--- src/rtl/i2c_target_regfile.sv ---
// I2C target with a small byte register file behind an auto-incrementing pointer.
// SCL/SDA are oversampled on clk; SDA is driven open-drain through sda_oe.
module i2c_target_regfile #(
    parameter logic [6:0]  SLAVE_ADDR = 7'h3C,
    parameter int unsigned PTR_W      = 3
) (
    input  logic             clk,
    input  logic             PRESETn,
    input  logic             scl_i,
    input  logic             sda_i,
    output logic             sda_oe,
    output logic             wr_valid,
    output logic [PTR_W-1:0] wr_ptr,
    output logic [7:0]       wr_data,
    output logic             busy,
    input  logic [PTR_W-1:0] dbg_addr,
    output logic [7:0]       dbg_data
);

    localparam int unsigned Depth = 2 ** PTR_W;

    typedef enum logic [3:0] {
        StIdle,
        StAddr,
        StAddrAck,
        StPtr,
        StPtrAck,
        StWdata,
        StWdataAck,
        StRdata,
        StRack,
        StIgnore
    } state_e;

    logic [1:0]       scl_sync, sda_sync;
    logic             scl_prev, sda_prev;
    logic             scl, sda, scl_rise, scl_fall, start_det, stop_det, byte_done;
    logic [7:0]       rx_byte, rd_byte;
    logic [PTR_W-1:0] ptr_inc;

    state_e           state_q, state_d;
    logic [3:0]       bit_cnt_q, bit_cnt_d;
    logic [7:0]       shift_q, shift_d;
    logic [PTR_W-1:0] ptr_q, ptr_d;
    logic             rw_q, rw_d;
    logic             oe_q, oe_d;
    logic             busy_q, busy_d;
    logic             wr_valid_q, wr_valid_d;
    logic [PTR_W-1:0] wr_ptr_q, wr_ptr_d;
    logic [7:0]       wr_data_q, wr_data_d;
    logic             rf_we;
    logic [7:0]       regs_q [Depth];

    // Synchronizers reset to the idle-bus level so release from reset sees no edge.
    always_ff @(posedge clk or negedge PRESETn) begin
        if (!PRESETn) begin
            scl_sync <= 2'b11;
            sda_sync <= 2'b11;
            scl_prev <= 1'b1;
            sda_prev <= 1'b1;
        end else begin
            scl_sync <= {scl_sync[0], scl_i};
            sda_sync <= {sda_sync[0], sda_i};
            scl_prev <= scl_sync[1];
            sda_prev <= sda_sync[1];
        end
    end

    assign scl       = scl_sync[1];
    assign sda       = sda_sync[1];
    assign scl_rise  = scl & ~scl_prev;
    assign scl_fall  = ~scl & scl_prev;
    assign start_det = scl & scl_prev & sda_prev & ~sda;
    assign stop_det  = scl & scl_prev & ~sda_prev & sda;
    assign byte_done = scl_rise && (bit_cnt_q == 4'd7);
    assign rx_byte   = {shift_q[6:0], sda};
    assign rd_byte   = regs_q[ptr_q];
    assign ptr_inc   = ptr_q + PTR_W'(1);

    always_ff @(posedge clk or negedge PRESETn) begin
        if (!PRESETn) begin
            state_q    <= StIdle;
            bit_cnt_q  <= '0;
            shift_q    <= '0;
            ptr_q      <= '0;
            rw_q       <= 1'b0;
            oe_q       <= 1'b0;
            busy_q     <= 1'b0;
            wr_valid_q <= 1'b0;
            wr_ptr_q   <= '0;
            wr_data_q  <= '0;
            regs_q     <= '{default: '0};
        end else begin
            state_q    <= state_d;
            bit_cnt_q  <= bit_cnt_d;
            shift_q    <= shift_d;
            ptr_q      <= ptr_d;
            rw_q       <= rw_d;
            oe_q       <= oe_d;
            busy_q     <= busy_d;
            wr_valid_q <= wr_valid_d;
            wr_ptr_q   <= wr_ptr_d;
            wr_data_q  <= wr_data_d;
            if (rf_we) regs_q[ptr_q] <= rx_byte;
        end
    end

    always_comb begin
        state_d    = state_q;
        bit_cnt_d  = bit_cnt_q;
        shift_d    = shift_q;
        ptr_d      = ptr_q;
        rw_d       = rw_q;
        oe_d       = oe_q;
        busy_d     = busy_q;
        wr_valid_d = 1'b0;
        wr_ptr_d   = wr_ptr_q;
        wr_data_d  = wr_data_q;
        rf_we      = 1'b0;

        if (start_det) begin
            state_d   = StAddr;
            bit_cnt_d = '0;
            oe_d      = 1'b0;
        end else if (stop_det) begin
            state_d = StIdle;
            oe_d    = 1'b0;
            busy_d  = 1'b0;
        end else begin
            if (scl_rise && (state_q inside {StAddr, StPtr, StWdata})) begin
                shift_d   = rx_byte;
                bit_cnt_d = byte_done ? 4'd0 : bit_cnt_q + 4'd1;
            end
            unique case (state_q)
                StIdle: ;
                StAddr: begin
                    if (byte_done) begin
                        if (rx_byte[7:1] == SLAVE_ADDR) begin
                            state_d = StAddrAck;
                            busy_d  = 1'b1;
                            rw_d    = rx_byte[0];
                        end else begin
                            state_d = StIgnore;
                            busy_d  = 1'b0;
                        end
                    end
                end
                StPtr: begin
                    if (byte_done) begin
                        ptr_d   = rx_byte[PTR_W-1:0];
                        state_d = StPtrAck;
                    end
                end
                StWdata: begin
                    if (byte_done) begin
                        rf_we      = 1'b1;
                        wr_valid_d = 1'b1;
                        wr_ptr_d   = ptr_q;
                        wr_data_d  = rx_byte;
                        ptr_d      = ptr_inc;
                        state_d    = StWdataAck;
                    end
                end
                // First fall after the byte pulls SDA low, the second ends the ACK slot.
                StAddrAck, StPtrAck, StWdataAck: begin
                    if (scl_fall) begin
                        if (!oe_q) begin
                            oe_d = 1'b1;
                        end else begin
                            oe_d      = 1'b0;
                            bit_cnt_d = '0;
                            if (state_q == StAddrAck && rw_q) begin
                                state_d   = StRdata;
                                shift_d   = {rd_byte[6:0], 1'b0};
                                oe_d      = ~rd_byte[7];
                                bit_cnt_d = 4'd1;
                            end else if (state_q == StAddrAck) begin
                                state_d = StPtr;
                            end else begin
                                state_d = StWdata;
                            end
                        end
                    end
                end
                StRdata: begin
                    if (scl_fall) begin
                        if (bit_cnt_q == 4'd8) begin
                            oe_d    = 1'b0;
                            state_d = StRack;
                        end else begin
                            oe_d      = ~shift_q[7];
                            shift_d   = {shift_q[6:0], 1'b0};
                            bit_cnt_d = bit_cnt_q + 4'd1;
                        end
                    end
                end
                // Next byte is latched here; its MSB goes out on the following fall.
                StRack: begin
                    if (scl_rise) begin
                        if (!sda) begin
                            ptr_d     = ptr_inc;
                            shift_d   = regs_q[ptr_inc];
                            bit_cnt_d = '0;
                            state_d   = StRdata;
                        end else begin
                            state_d = StIgnore;
                            busy_d  = 1'b0;
                        end
                    end
                end
                StIgnore: oe_d = 1'b0;
                default:  state_d = StIdle;
            endcase
        end
    end

    always_comb begin
        sda_oe   = oe_q;
        busy     = busy_q;
        wr_valid = wr_valid_q;
        wr_ptr   = wr_ptr_q;
        wr_data  = wr_data_q;
        dbg_data = regs_q[dbg_addr];
    end

endmodule

--- config.mk ---
export PLATFORM = sky130hd
export DESIGN_NAME = i2c_target_regfile
export DESIGN_NICKNAME = d
export VERILOG_FILES = /design/src/rtl/i2c_target_regfile.sv
export SDC_FILE = /design/constraint.sdc
export NUM_CORES = 1
export LEC_CHECK = 0
export ABC_AREA = 1
export CORE_MARGIN = 3
export CORE_UTILIZATION = 61
export DETAILED_ROUTE_END_ITERATION = 8
export PLACE_DENSITY = 0.9
export SYNTH_ARGS = -nofsm -noshare
export SYNTH_HDL_FRONTEND = slang
export SYNTH_SLANG_ARGS = --single-unit
--- constraint.sdc ---
create_clock -name clk -period 2.3 [get_ports clk]
set_input_delay 0.23 -clock clk [delete_from_list [all_inputs] [get_ports clk]]
set_output_delay 0.23 -clock clk [all_outputs]
set_load 0.05 [all_outputs]
## After elaboration in Yosys (flattened, before gate mapping)

Index checks and enable logic that the tools add are counted.
W data, S select, Z words.

| word-level totals | value |
|---|---|
| word-level logic and storage cells | 164 |
| register bits | 104 |
| output and inout bits | 22 |
| input port bits | 7 |

| operators by class | value |
|---|---|
| bitwise logic cells | 18 |
| eq/ne operators | 29 |
| magnitude comparators | 4 |
| $add $sub $neg | 2 |
| reduce and logical (&&, ||, !) cells | 18 |
| mux-type cells | 71 |

Operator list:

| operator | number |
|---|---|
| $mux W8 | 15 |
| $mux W4 | 22 |
| $bmux W8 S3 | 3 |
| $bwmux W64 | 1 |
| $ne A4 B4 Y1 const B | 8 |
| $pmux W4 S7 | 1 |
| $demux W8 S3 | 1 |
| $pmux W8 S3 | 1 |
| $eq A4 B3 Y1 const B | 5 |
| $mux W3 | 6 |
| $mux W1 | 17 |
| $eq A4 B4 Y1 const B | 3 |
| $ge A4 B4 Y1 const B | 3 |
| $not A3 Y4 | 3 |
| $pmux W4 S3 | 1 |
| $ne A2 B2 Y1 const B | 5 |
| $reduce_and A5 Y1 | 2 |
| $ne A3 B3 Y1 const B | 3 |
| $pmux W3 S3 | 1 |
| $reduce_and A9 Y1 | 1 |
| $reduce_bool A3 Y1 | 3 |
| $eq A4 B2 Y1 const B | 2 |
| $not A1 Y1 | 8 |
| $and A1 B1 Y1 | 7 |
| 17 further kinds | 20 |

## Depth between registers and ports, before layout

| depth | value |
|---|---|
| depth after elaboration | 11 |
| mapped depth | 14 |

## Worst setup path after synthesis

OpenSTA, ideal clock, no wires.

| timing | value |
|---|---|
| path type | input to output |
| from | input dbg_addr[0] |
| to | output dbg_data[2] |
| data required time | 2.070 ns |
| data arrival time | 1.814 ns |
| buffers on the path | 2 |
| setup slack | 0.256 ns |
| cell stages on the path | 8 |
| path through | clkbuf_1 -> inv_1 -> clkbuf_1 -> a21oi_1 -> o21ai_0 -> o21ai_0 -> nor2_1 -> a31oi_1 |

| between the ends | value |
|---|---|
| word-level cells in the longest chain between the ends | 4 |

RTL lines:

| what | RTL line | source |
|---|---|---|
| start: declaration | 16 | `input logic [PTR_W-1:0] dbg_addr,` |
| $not A3 Y4 (not written as such) | 223 | `dbg_data = regs_q[dbg_addr];` |
| $bmux W8 S3 | 223 |  |
| $mux W8 (not written as such) (2 in a row) | 223 |  |
| end: declaration | 17 | `output logic [7:0] dbg_data` |

No other way between the ends. The select of a mux whose other input is x is not followed.

## Worst setup path in the final report

| timing | value |
|---|---|
| from | register ptr_q[0] |
| to | register shift_q[5] |

| between the ends | value |
|---|---|
| word-level cells in the longest chain between the ends | 8 |
| elaborated cells on any way between the ends | 15 |
| those cells by class | add/sub (1); mux (12); bitwise (2) |

RTL lines:

| what | RTL line | source |
|---|---|---|
| start: declaration | 44 | `logic [PTR_W-1:0] ptr_q, ptr_d;` |
| start signal: assignment | 97 | `ptr_q <= ptr_d;` |
| $add A3 B1 Y3 / $not A3 Y4 (equally long branches) | 78, 77 |  |
| $not A3 Y4 (not written as such) / $bmux W8 S3 (equally long branches) | 202, 77 |  |
| $bmux W8 S3 / $mux W8 (equally long branches) | 202, 77 |  |
| $mux W8, on equally long branches | 202, 77 |  |
| $mux W8, on equally long branches | 202, 172 |  |
| $mux W8, on equally long branches | 200, 167 |  |
| $mux W8, on equally long branches | 199, 166 |  |
| $pmux W8 S3 * | 134 | `unique case (state_q)` |
| end signal: assignment | 96 | `shift_q <= shift_d;` |
| end: declaration | 43 | `logic [7:0] shift_q, shift_d;` |

Mark *: on every way between the ends. The rest lies on a longest branch, timed or not. The select of a mux whose other input is x is not followed.
A chain may end at the register's enable or synchronous reset.

==> impl.org <==
** Status
- Run status :: complete, no violations

** Clock network
- Clock tree from TritonCTS :: built
- After clock tree synthesis, the repair step resized 0 gates.
- Cts-stage hold buffer count :: 1
- Number of buffers inserted during clock tree synthesis :: 9
- Counting every sink on the clock net gives 104.
- Clock-pin slew on the worst setup and hold paths :: 100 ps
- Cell chosen for the clock root :: clkbuf_8
- No sink is reached through more buffers than the 2 on the longest clock path.
- CTS HTree Levels :: 3
- Post-CTS timing repair inserted 0 buffers for setup.
- At the later pin of the worst-skew pair, clock insertion delay measures 390 ps.

** Logic synthesis
- Part of the Yosys area used for sequential elements :: 42.3%
- The number of nets in the synthesized netlist is 856.
- For this run, the number of Yosys warnings is 0.
- In this run, synthesis inferred 0 flip-flops with an integrated enable.
- Post-synth design cell area :: 0.00618 sq mm
- Main flop type after synthesis :: dfrtp_1
- Counting every instance in the synthesized netlist gives 846.
- The synthesized design contains 104 register bits.
- Number of library cell types mapped by synthesis :: 36
- Of all flip-flops after synthesis, the portion carrying an async set or reset was 100%.
- Average size of a mapped cell :: 7.30 sq um

** Final layout
- Net total in the final layout :: 878
- The repair_antennas step left the layout with diodes totalling 0.
- Final non-filler cell total :: 1006
- Final standard cell utilization of the core :: 70.8%
- Area overhead of the layout relative to synthesis :: 12.5%
- Of the cells placed in the final design, the portion with a size suffix greater than 1 is 10.5%.

** Setup path
- Together, buffers and inverters on the worst path number 1.
- The endpoint identified for the worst register-to-register timing path is shift_q[5].
- For the worst setup path, the data arrival time is 2380 ps.
- Classification of the worst setup path :: reg -> reg
- R2R Path Start :: ptr_q[0]
- The cell that appears most often on the critical path is o21ai_0.
- In this design, the largest share of critical-path delay is due to compound AO/OA/AOI/OAI gates.
- Worst-path cell with the longest stage delay :: dfrtp_2
- On the worst path, the slowest cell contributes a delay of 500 ps.
- Number of cells on the worst reg-to-reg path :: 9
- Data on the critical path is required at its endpoint by 2560 ps.
- The worst register-to-register path has a setup slack of 180 ps.
- The signal on the critical path passes through ha_1 > inv_1 > o21ai_0 > a21oi_1 > o21ai_0 > nand2_1 > nor2_1 > nor2_1 > o21ai_0.
- STA classifies the critical path startpoint as a register.
- Largest fanout of any net on the critical path :: 11
- Endpoint type of the worst setup path :: register

** Detailed routing
- The count of nets left with antenna violations once routing finished came out at 0.
- Number of iterations in the first detailed-routing pass :: 6
- For this run, design rule violations remaining after detail routing come to 0.
- The final route contains 6267 vias.
- After detailed routing, the total wire length is 19300 um.
- After detailed routing, the average wire length per cell comes to 19.2 um.
- In the routed layout, each cell is associated on average with a via count of 6.23.
- In this run, the number of DRC markers left after iteration 0 of detailed routing was 849.

** Worst hold path
- Hold path depth :: 1
- Start point of the worst hold path :: sda_i
- The tightest min-delay check is of the in -> reg type.
- The worst hold path terminates at sda_sync[0].

** Pwr
- Switching power of the nets :: 2.88 mW
- Static leakage :: 3.02 nW
- Combinational Power Share :: 47.9%
- The share of total power dissipated in sequential elements is 33.3%.
- Power comes to 6.30 mW.
- The internal power of the cells totals 3.42 mW.
- The clock network accounts for 18.8% of the total power.
- In this run the power density over the cells is 907 mW/mm^2.
- Worst vdd rail ir drop :: 0.663 mV
- Net switching is 45.7% of the power.

** STA
- Fin Setup TNS :: 0 ps
- Period utilisation layout :: 92.3%
- For the pin with the worst max-slew slack, the measured transition is 561 ps.
- In this run the tightest slew margin relative to its limit is 62.6%.
- Fmax :: 471 MHz
- Final setup violation count :: 0
- Slew Limit Fails :: 0
- The final count of hold timing violations came to 0.
- On the final layout, the worst clock skew is 12.3 ps.
- Unrepaired setup endpoints after global routing :: false
- For the finished layout, the period the worst path requires is 2120 ps.

** Global route
- Top Usage Layer GRT :: met2
- Fraction of met1 tracks used by global routing :: 46.0%
- Via count of the first global-routing pass :: 6001
- Met3 Usage GRT :: 9.93%
- Met2 usage :: 56.1%
- The initial antenna violation count was 0.
- Entering global routing, the biggest net connects 90 pins.
- Across every metal layer, demand over resource in global routing totals 35.6%.
- Overflow left after global routing :: 0
- The first global-routing pass estimated 31300 um of wire.

** Floorplanning
- The die is 107 um wide.
- The floorplan has 36 rows.
- During I/O placement, the number of pins put on the boundary was 29.
- For this configuration, the core starts out at a cell density of 62.9%.
- The die covers 0.0114 sq mm.
- DIE HEIGHT :: 107 um
- The floorplan step defined a core boundary enclosing 0.00982 sq mm.

** Job
- The tool flagged a number of max-cap violations equal to 0.

** Placed design
- The HPWL after detailed placement is 13700 um.
- Placed cells :: 989
- Routability Congestion :: 0.986
- In this run the tool buffered the top-level ports with 28 buffer cells.
[cell usage in the layout (no fill, tap or decap), drive strengths merged]
master	Yosys	layout
o21ai	185	185
nor3	6	6
a221oi	3	3
clkinv	1	3
clkbuf	29	13
bufinv	0	1
ha	3	3
a211oi	1	1
clkdlybuf4s50	0	19
o21a	2	2
nand4	12	12
nand3	36	36
dfrtp	98	98
a31oi	8	8
o22ai	4	4
o211ai	20	20
nor2	67	67
inv	80	80
dlygate4sd3	0	1
xnor2	2	2
o221ai	4	4
a21oi	65	65
dfstp	6	6
a32o	1	1
buf	15	35
nand2	198	198
[logic make-up after synthesis]
kind of cell	after synthesis	share of synthesized area (%)
AO/OA/AOI/OAI	293	25.5
XOR/XNOR	2	0.284
adder cells (fa/ha/maj)	3	0.608
buffers and inverters	125	8.29
flip-flops	104	42.3
AND/OR/NAND/NOR	319	23.0
[per-stage QoR]
stage	setup slack, ps	hold slack (ps)	cell area, sq um
CTS	220	240	6950
floorplan	256	-65.6	6180
global route	60.1	234	6950
finish	178	247	6950
global placement	267	243	6740
detailed placement	231	260	6740
[power groups by stage]
stage	Clock (mW)	Sequential (mW)	Combinational, mW
2_1_floorplan	0	2.12	1.85
3_5_place_dp	0	2.12	2.89
6_report	1.19	2.10	3.02
3_3_place_gp	0	2.12	2.83
4_1_cts	1.19	2.09	2.91
5_1_grt	1.26	2.11	3.25
[layout make-up]
| class | count | area (sq um) |
|---|---|---|
| Multi-Input combinational cell | 617 | 3050 |
| Fill cell | 820 | 2870 |
| Sequential cell | 104 | 2610 |
| Timing Repair Buffer | 55 | 613 |
| Inverter | 81 | 304 |
| Tap cell | 133 | 166 |
| Clock buffer | 13 | 159 |
| Clock inverter | 3 | 40.0 |
[synth_stat cells, types with 2 or more instances]
cell / number / area, sq um
nor2_2: 7 / 43.8
o221ai_1: 4 / 35.0
nand2_2: 6 / 37.5
a31oi_1: 8 / 50.1
nand4_1: 12 / 75.1
a221oi_1: 3 / 26.3
a21oi_1: 64 / 320
nor2_1: 54 / 203
nand2_4: 4 / 45.0
o22ai_1: 4 / 25.0
inv_2: 9 / 33.8
ha_1: 3 / 37.5
buf_6: 4 / 45.0
nor2_4: 4 / 45.0
o211ai_1: 20 / 150
xnor2_1: 2 / 17.5
buf_2: 10 / 50.1
nor2_8: 2 / 40.0
o21ai_0: 118 / 591
o21a_1: 2 / 15.0
dfstp_2: 6 / 158
nor3_1: 4 / 20.0
nand2_1: 188 / 706
dfrtp_1: 98 / 2450
nand3_1: 36 / 180
inv_1: 71 / 267
o21ai_1: 66 / 330
clkbuf_1: 29 / 109
[how the worst max path moves through the flow]
stage / from / endpoint / slack (ps) / cells past startpoint
finish: ptr_q[0] / shift_q[5] / 180 / 9
global placement: ptr_q[0] / shift_q[5] / 270 / 9
global route: ptr_q[2] / shift_q[3] / 60 / 8
CTS: dbg_addr[0] / dbg_data[6] / 220 / 7
floorplan: dbg_addr[0] / dbg_data[2] / 260 / 8
detailed placement: dbg_addr[0] / dbg_data[6] / 230 / 7
[metal layers]
| layer | routed length (um) | part of all wire (%) | vias up |
|---|---|---|---|
| li1 | - | - | 2895 |
| met1 | 7500 | 39 | 2876 |
| met2 | 8900 | 46 | 417 |
| met3 | 2050 | 11 | 79 |
| met4 | 863 | 4.5 | 0 |
| met5 | 0 | 0 | - |
[state kept, by name, summed over array words and instances (netlist names)]
signal and cells:
sda_prev 1, ptr_q 3, regs_q 64, sda_oe 1, state_q 4, scl_sync 2
shift_q 8, scl_prev 1, sda_sync 2, rw_q 1, wr_valid 1, bit_cnt_q 4
wr_ptr 3, wr_data 8, busy 1
[worst reg2reg max path: cells and delay by family (launching register included)]
| kind | cells | cell delay, ps |
|---|---|---|
| AOI/OAI and AO/OA | 4 | 540 |
| adders and majority gates | 1 | 330 |
| buffers and inverters | 1 | 360 |
| DFF | 1 | 500 |
| and+or+nand+nor | 3 | 270 |
Power figures use the tool's default switching activity.
